<file path="src/rtl/load_store_unit.sv">
`default_nettype none
// +----------------------------------------------------------------------------+
// | Module      : load_store_unit                                              |
// | Description : Execute-stage memory pipe. Computes the effective address of |
// |               one load/store at a time; stores post {sb, addr, data} to    |
// |               the store buffer, loads read data memory (1-cycle sync read) |
// |               with store-buffer bypass and write the destination reg.     |
// | Revision    : 1.0 - initial release                                        |
// +----------------------------------------------------------------------------+
module load_store_unit #(
  parameter int WORD_SIZE_P  = 16,
  parameter int NUM_PHYS_REG = 32,
  parameter int SB_ENTRY     = 8,
  parameter int ROB_ENTRY    = 16,
  localparam int PR_W        = $clog2(NUM_PHYS_REG),
  localparam int SB_W        = $clog2(SB_ENTRY),
  localparam int ROB_W       = $clog2(ROB_ENTRY)
) (
  input  logic                          clk_i,
  input  logic                          reset_i,
  input  logic                          issue_v_i,
  output logic                          issue_ready_o,
  input  logic                          issue_is_store_i,
  input  logic [WORD_SIZE_P-1:0]        issue_base_i,
  input  logic [WORD_SIZE_P-1:0]        issue_offset_i,
  input  logic [WORD_SIZE_P-1:0]        issue_st_data_i,
  input  logic [PR_W-1:0]               issue_dst_i,
  input  logic [ROB_W-1:0]              issue_rob_i,
  input  logic [SB_W-1:0]               issue_sb_num_i,
  output logic [WORD_SIZE_P-1:0]        exe_mem_addr_o,
  input  logic [WORD_SIZE_P-1:0]        exe_mem_data_i,
  output logic [WORD_SIZE_P-1:0]        exe_ld_bypass_addr_o,
  output logic [SB_W-1:0]               exe_ld_bypass_sb_num_o,
  input  logic                          sb_ld_bypass_valid_i,
  input  logic [WORD_SIZE_P-1:0]        sb_ld_bypass_value_i,
  output logic                          exe_sb_v_o,
  output logic [SB_W+2*WORD_SIZE_P-1:0] exe_sb_o,
  output logic                          exe_w_v_o,
  output logic [PR_W-1:0]               exe_addr_o,
  output logic [WORD_SIZE_P-1:0]        exe_data_o,
  output logic                          cdb_v_o,
  output logic [ROB_W-1:0]              cdb_rob_o,
  input  logic                          rob_mispredict_i
);

  typedef enum logic [1:0] {
    S_IDLE    = 2'd0,
    S_ST_DONE = 2'd1,
    S_LD_REQ  = 2'd2,
    S_LD_DONE = 2'd3
  } state_e;

  state_e                 state_q, state_d;
  logic [WORD_SIZE_P-1:0] addr_q, addr_d;
  logic [WORD_SIZE_P-1:0] data_q, data_d;
  logic [SB_W-1:0]        sb_q, sb_d;
  logic [PR_W-1:0]        dst_q, dst_d;
  logic [ROB_W-1:0]       rob_q, rob_d;
  logic                   byp_hit_q, byp_hit_d;
  logic [WORD_SIZE_P-1:0] byp_val_q, byp_val_d;

  // A flush or an asserted reset kills every pulse and blocks new accepts.
  logic active;
  logic accept;

  assign active = reset_i & ~rob_mispredict_i;

  // The latched address drives both the memory read and the bypass query.
  assign exe_mem_addr_o         = addr_q;
  assign exe_ld_bypass_addr_o   = addr_q;
  assign exe_ld_bypass_sb_num_o = sb_q;

  // Next-state, operand capture and completion outputs.
  always_comb begin
    state_d       = S_IDLE;
    addr_d        = addr_q;
    data_d        = data_q;
    sb_d          = sb_q;
    dst_d         = dst_q;
    rob_d         = rob_q;
    byp_hit_d     = byp_hit_q;
    byp_val_d     = byp_val_q;
    issue_ready_o = 1'b0;
    exe_sb_v_o    = 1'b0;
    exe_sb_o      = '0;
    exe_w_v_o     = 1'b0;
    exe_addr_o    = '0;
    exe_data_o    = '0;
    cdb_v_o       = 1'b0;
    cdb_rob_o     = '0;
    accept        = 1'b0;

    case (state_q)
      S_IDLE: begin
        issue_ready_o = active;
      end
      S_ST_DONE: begin
        issue_ready_o = active;
        if (active) begin
          exe_sb_v_o = 1'b1;
          exe_sb_o   = {sb_q, addr_q, data_q};
          cdb_v_o    = 1'b1;
          cdb_rob_o  = rob_q;
        end
      end
      S_LD_REQ: begin
        // Bypass answer arrives combinationally while the memory read is in flight.
        state_d   = S_LD_DONE;
        byp_hit_d = sb_ld_bypass_valid_i;
        byp_val_d = sb_ld_bypass_value_i;
      end
      S_LD_DONE: begin
        issue_ready_o = active;
        if (active) begin
          exe_w_v_o  = 1'b1;
          exe_addr_o = dst_q;
          // A buffered older store is always newer than memory contents.
          exe_data_o = byp_hit_q ? byp_val_q : exe_mem_data_i;
          cdb_v_o    = 1'b1;
          cdb_rob_o  = rob_q;
        end
      end
      default: state_d = S_IDLE;
    endcase

    accept = issue_v_i & issue_ready_o;
    if (accept) begin
      state_d = issue_is_store_i ? S_ST_DONE : S_LD_REQ;
      addr_d  = issue_base_i + issue_offset_i;
      data_d  = issue_st_data_i;
      sb_d    = issue_sb_num_i;
      dst_d   = issue_dst_i;
      rob_d   = issue_rob_i;
    end

    if (rob_mispredict_i) begin
      state_d = S_IDLE;
    end
  end

  // State and operand registers with synchronous active-low reset.
  always_ff @(posedge clk_i) begin
    if (!reset_i) begin
      state_q   <= S_IDLE;
      addr_q    <= '0;
      data_q    <= '0;
      sb_q      <= '0;
      dst_q     <= '0;
      rob_q     <= '0;
      byp_hit_q <= 1'b0;
      byp_val_q <= '0;
    end else begin
      state_q   <= state_d;
      addr_q    <= addr_d;
      data_q    <= data_d;
      sb_q      <= sb_d;
      dst_q     <= dst_d;
      rob_q     <= rob_d;
      byp_hit_q <= byp_hit_d;
      byp_val_q <= byp_val_d;
    end
  end

endmodule
`default_nettype wire
</file>
<file path="config.mk">
export PLATFORM = sky130hd
export DESIGN_NAME = load_store_unit
export DESIGN_NICKNAME = d
export VERILOG_FILES = /design/src/rtl/load_store_unit.sv
export SDC_FILE = /design/constraint.sdc
export NUM_CORES = 1
export LEC_CHECK = 0
export ABC_AREA = 1
export BUFFER_PORTS_ARGS = -buffer_cell sky130_fd_sc_hd__buf_4
export CAP_MARGIN = 40
export CORE_ASPECT_RATIO = 0.7
export CORE_MARGIN = 1
export CORE_UTILIZATION = 50
export CTS_CLUSTER_SIZE = 10
export DETAILED_ROUTE_END_ITERATION = 10
export HOLD_SLACK_MARGIN = 0.02
export PLACE_DENSITY = 0.94
export SETUP_SLACK_MARGIN = 0.3
export SLEW_MARGIN = 20
export SYNTH_ARGS = -nofsm -noshare
export SYNTH_HDL_FRONTEND = slang
export SYNTH_SLANG_ARGS = --single-unit
</file>
<file path="constraint.sdc">
create_clock -name clk_i -period 4.36 [get_ports clk_i]
set_clock_uncertainty 0.05 [all_clocks]
set_input_delay 1.308 -clock clk_i [delete_from_list [all_inputs] [get_ports clk_i]]
set_output_delay 1.308 -clock clk_i [all_outputs]
set_load 0.03 [all_outputs]
</file>
Word-level counts from Yosys, hierarchy flattened --
Index checks and enable logic that the tools add are counted.
Storage, ports and cells: register bits after elaboration 63, latch bits 0, RAM bits 0, ROM bits 0, bits of input ports 98, output and inout port bits 99, word-level logic and storage cells 37, memories 0
Cells by class: add/sub/neg operators 1, $mul 0, divide/modulo/power cells 0, $lt $le $gt $ge 0, eq/ne operators 3, shift-type cells 0, multiplexer cells 17, bitwise operators 4, reduce and logical (&&, ||, !) cells 4
Operators with widths (number):
- 35-bit two-way mux | 2
- 16-bit two-way mux | 3
- 16-bit adder | 1
- 5-bit two-way mux | 2
- 4-bit two-way mux | 2
- 2-bit two-way mux | 3
- 1-bit two-way mux | 5
- 2-bit equality test, second input constant | 2
- 2-bit OR reduction | 2
- 3-bit OR reduction | 1
- 1-bit AND | 2
- 2-bit by 1-bit equality test with 1-bit output, second input constant | 1
- 2-bit zero test | 1
- 1-bit NOT | 2

Depth between registers and ports, before layout --
depth after elaboration 5, depth in mapped cells 12, depth with buffers taken out 12

Worst setup path after synthesis --
Ideal clock, no wire load.
path type input to output, from input port reset_i, to output port exe_sb_o[10], arrival 2.693 ns, data required time 3.002 ns, slack 0.309 ns, cell stages on the path 9, path buffers 1, cell sequence inv_2 > nor2_4 > inv_2 > nor2_4 > inv_2 > nor2_4 > inv_2 > buf_6 > nor2_1
On the way: cells in the longest elaborated chain, start to end 3
RTL lines:
- start: declaration | line 20 | input logic reset_i,
- 1-bit AND | line 66 | assign active = reset_i & ~rob_mispredict_i;
- 35-bit two-way mux | line 99 | if (active) begin
- 35-bit two-way mux | line 93 | case (state_q)
- end: declaration | line 37 | output logic [SB_W+2*WORD_SIZE_P-1:0] exe_sb_o,
Every way passes these cells.

Final worst setup path --
from input port reset_i, to output port exe_addr_o[4]
On the way: cells in the longest elaborated chain, start to end 3
RTL lines:
- 1-bit AND | line 66
- 5-bit two-way mux | line 114 | if (active) begin
- 5-bit two-way mux | line 93
- end: declaration | line 39 | output logic [PR_W-1:0] exe_addr_o,
Every way passes these cells.

==> results.yml <==
status:
  run_status: "finished, final reports clean"
sta:
  slew_headroom_pct: 61.66
  drv_slew: 0
  worst_slew_pin_slew_ns: 0.5744
  fin_crit_sh_pct: 90.54
  finalHoldViolations: 0
  tns_ns: 0
  fmax_ghz: 0.2533
  rsz0062_at_grt: "no"
  fin_crit_ns: 3.948
  fin_ws_ns: 0.4123
  final-setup-viol-count: 0
power_and_ir_drop:
  cell_internal_pwr_mw: 1.148
  p_per_area_nw_per_um2: 290.4
  comb_power_share_pct: 21.5
  p_leak_nw: 2.845
  switching_share_pct: 29.30
  clkPwrFrac_pct: 40.6
  p_switching_mw: 0.4756
  ir_worst_vdd_v: 0.0002203
  seq_power_share_pct: 37.9
  p_total_mw: 1.623
global_routing:
  antenna_found_initial: 0
  grt_pass1_wl_um: 19330
  grt_max_degree: 80
  grt_use_total_pct: 29.61
  grt_pass1_vias: 4184
  grt_overflow: 0
route:
  antenna_left: 0
  viasPerCell: 5.071
  wl_per_cell_um: 13.89
  drc: 0
  drt_iter0_drc: 288
  dr.pass1.iters: 5
  routed_wl_um: 12020
  vias: 4386
setup_path:
  setup.worst_path.class: "in -> out"
  critPathMaxFanout: 21
  worstSetupEndpointType: "output port"
  start_kind: "primary input"
  cp.arrival_ns: 2.59
  cp.required_ns: 3.00
clock_network:
  cts_sinks: 63
  clkSlewWorstSetupHoldPaths_ns: 0.05
  cts_max_level: 3
  cts_buffer_depth: 2
  cts_root_buf: "clkbuf_16"
  clk_latency_ns: 0.33
  cts_tree: "done"
  numCtsBuffers: 9
floorplan:
  num_io_pins: 197
  rows: 26
  die-area_um2: 8309
  fp.dieW_um: 108.5
  floorplan.initialDensity_pct: 53.08
  die_h_um: 76.57
  core_region_area_um2: 7482
placement:
  dp_cells: 848
  pre_cts_ws_ns: 0.3244
  dp_hpwl_um: 9012
  place_congestion: 0.9671
  io_buffers: 196
flow_run:
  maxCapViolCount: 0
synth:
  netlist_instances: 593
  synthAdderAreaFrac_pct: 5.230
  avgSynthCellArea_um2: 6.697
  seq_area_frac_synth_pct: 31.76
  synth-xor-area-share_pct: 1.544
  synth-simple-area-share_pct: 25.11
  synth_compound_area_share_pct: 19.06
  synth.mux.area_fraction_pct: 0
  yosysWarningCount: 0
  yosysUniqueCellTypes: 30
  synth_fp_nets: 707
  syn_area_um2: 3971
  synth_top_family_by_area: "simple AND/OR/NAND/NOR gates"
  ys_seq_elements: 63
final_layout:
  nNetsFinal: 876
  area_growth_pct: 40.77
  diodes: 0
  layout.cells.non_filler: 865
  fillers: 584
  drive_gt1_share_pct: 34.68
  regArea_um2: 1261
  multi_input_area_um2: 2023
worst_hold_path:
  hold_class: "reg -> reg"
-- logic make-up after synthesis --
kind of cell	count (synthesis)
xor gates and xnor gates	7
adders and majority gates	16
buffers and inverters	145
AOI/OAI and AO/OA	123
DFF	63
and+or+nand+nor	239
-- final cells by class --
class | instances | share of cell area (%)
inverters | 104 | 7.028
repair buffers | 199 | 27.08
clock inverters | 5 | 0.6043
clock buffers | 11 | 4.342
flip-flops and latches | 63 | 22.56
multi-input cells | 385 | 36.19
well taps | 98 | 2.193
-- layout by cell type, fill, tap and decap left out, types with 3 or more instances in the layout --
cell,netlist,routed
a21oi_1,33,33
a21oi_2,35,35
buf_4,19,198
clkbuf_16,0,9
dfxtp_1,63,63
ha_1,15,15
inv_1,95,95
inv_2,8,7
nand2_1,117,117
nand3_1,19,19
nor2_1,89,89
nor2_4,5,5
nor3_1,3,3
o21ai_0,48,48
o21ai_1,5,5
xor2_1,5,5
-- what timing repair did --
action | in CTS | in global routing
buffers inserted | 0 | 0
gates resized for setup | 0 | 2
hold buffers | 0 | 0
endpoints found under the setup margin | 0 | 35
-- path summary, 6_finish.rpt --
| kind | startpoint | endpoint | slack, ns | depth (start not counted) |
|---|---|---|---|---|
| setup reg to reg | state_q[1] | exe_ld_bypass_addr_o[13] | 2.48 | 8 |
| setup / recovery | reset_i | exe_addr_o[4] | 0.41 | 10 |
| hold / removal | data_q[4] | data_q[4] | 0.41 | 2 |
| hold reg to reg | data_q[4] | data_q[4] | 0.41 | 2 |
-- power groups by stage --
stage / combinational, mW / clock [mW] / sequential, mW
after floorplan: 0.198 / 0 / 0.642
after global placement: 0.331 / 0 / 0.626
after detailed placement: 0.340 / 0 / 0.627
after CTS: 0.342 / 0.672 / 0.615
after global routing: 0.380 / 0.701 / 0.618
final: 0.348 / 0.659 / 0.615
-- cell usage after synthesis --
library cell  number  share of area, %
xnor2_1            2              0.44
xor2_1             5               1.1
nand3b_1           1              0.19
nand2_1          117                11
clkbuf_1           9              0.85
o211ai_2           1              0.32
nor2_4             5               1.4
clkinv_1           1             0.094
buf_4             19               3.6
buf_2              3              0.38
fa_1               1              0.50
o21a_1             1              0.19
nand4_1            1              0.16
o21ai_1            5              0.63
nor3_1             3              0.38
or2_2              1              0.16
dfxtp_1           63                32
a21oi_1           33               4.2
nand3_1           19               2.4
inv_1             95               9.0
ha_1              15               4.7
a21oi_2           35               7.7
nor2_8             1              0.50
and2_1             1              0.16
nor2_1            89               8.4
inv_2              8              0.76
nand2_4            1              0.28
buf_1              1             0.094
buf_6              9               2.6
o21ai_0           48               6.0
-- state kept, by name (all words and copies together) (netlist names) --
register	flops
byp_val_q	16
dst_q	5
state_q	2
exe_ld_bypass_sb_num_o	3
exe_ld_bypass_addr_o	16
rob_q	4
byp_hit_q	1
data_q	16
-- worst max-delay path, cell delays in order --
cell and delay (ns):
buf_4 0.12, inv_2 0.07, nor2_4 0.04, inv_2 0.10, nor2_4 0.05, inv_2 0.14, nor2_4 0.05, inv_2 0.39
nor2_1 0.12, buf_4 0.20
-- metrics by stage --
stage,utilization (%),hold slack [ns],cell area [µm²]
after floorplan,-,0.3800,3971
after global placement,70.62,0.3906,5284
after detailed placement,70.62,0.4050,5284
after CTS,74.31,0.4138,5560
after global routing,74.72,0.4298,5590
final,74.72,0.4112,5590
-- layer usage --
metal  global-route usage, %  wire (µm)
met5                       0          0
met4                   12.30        288
met3                   6.587        877
met2                   51.08       5778
met1                   35.04       5073
Power figures use the tool's default switching activity.
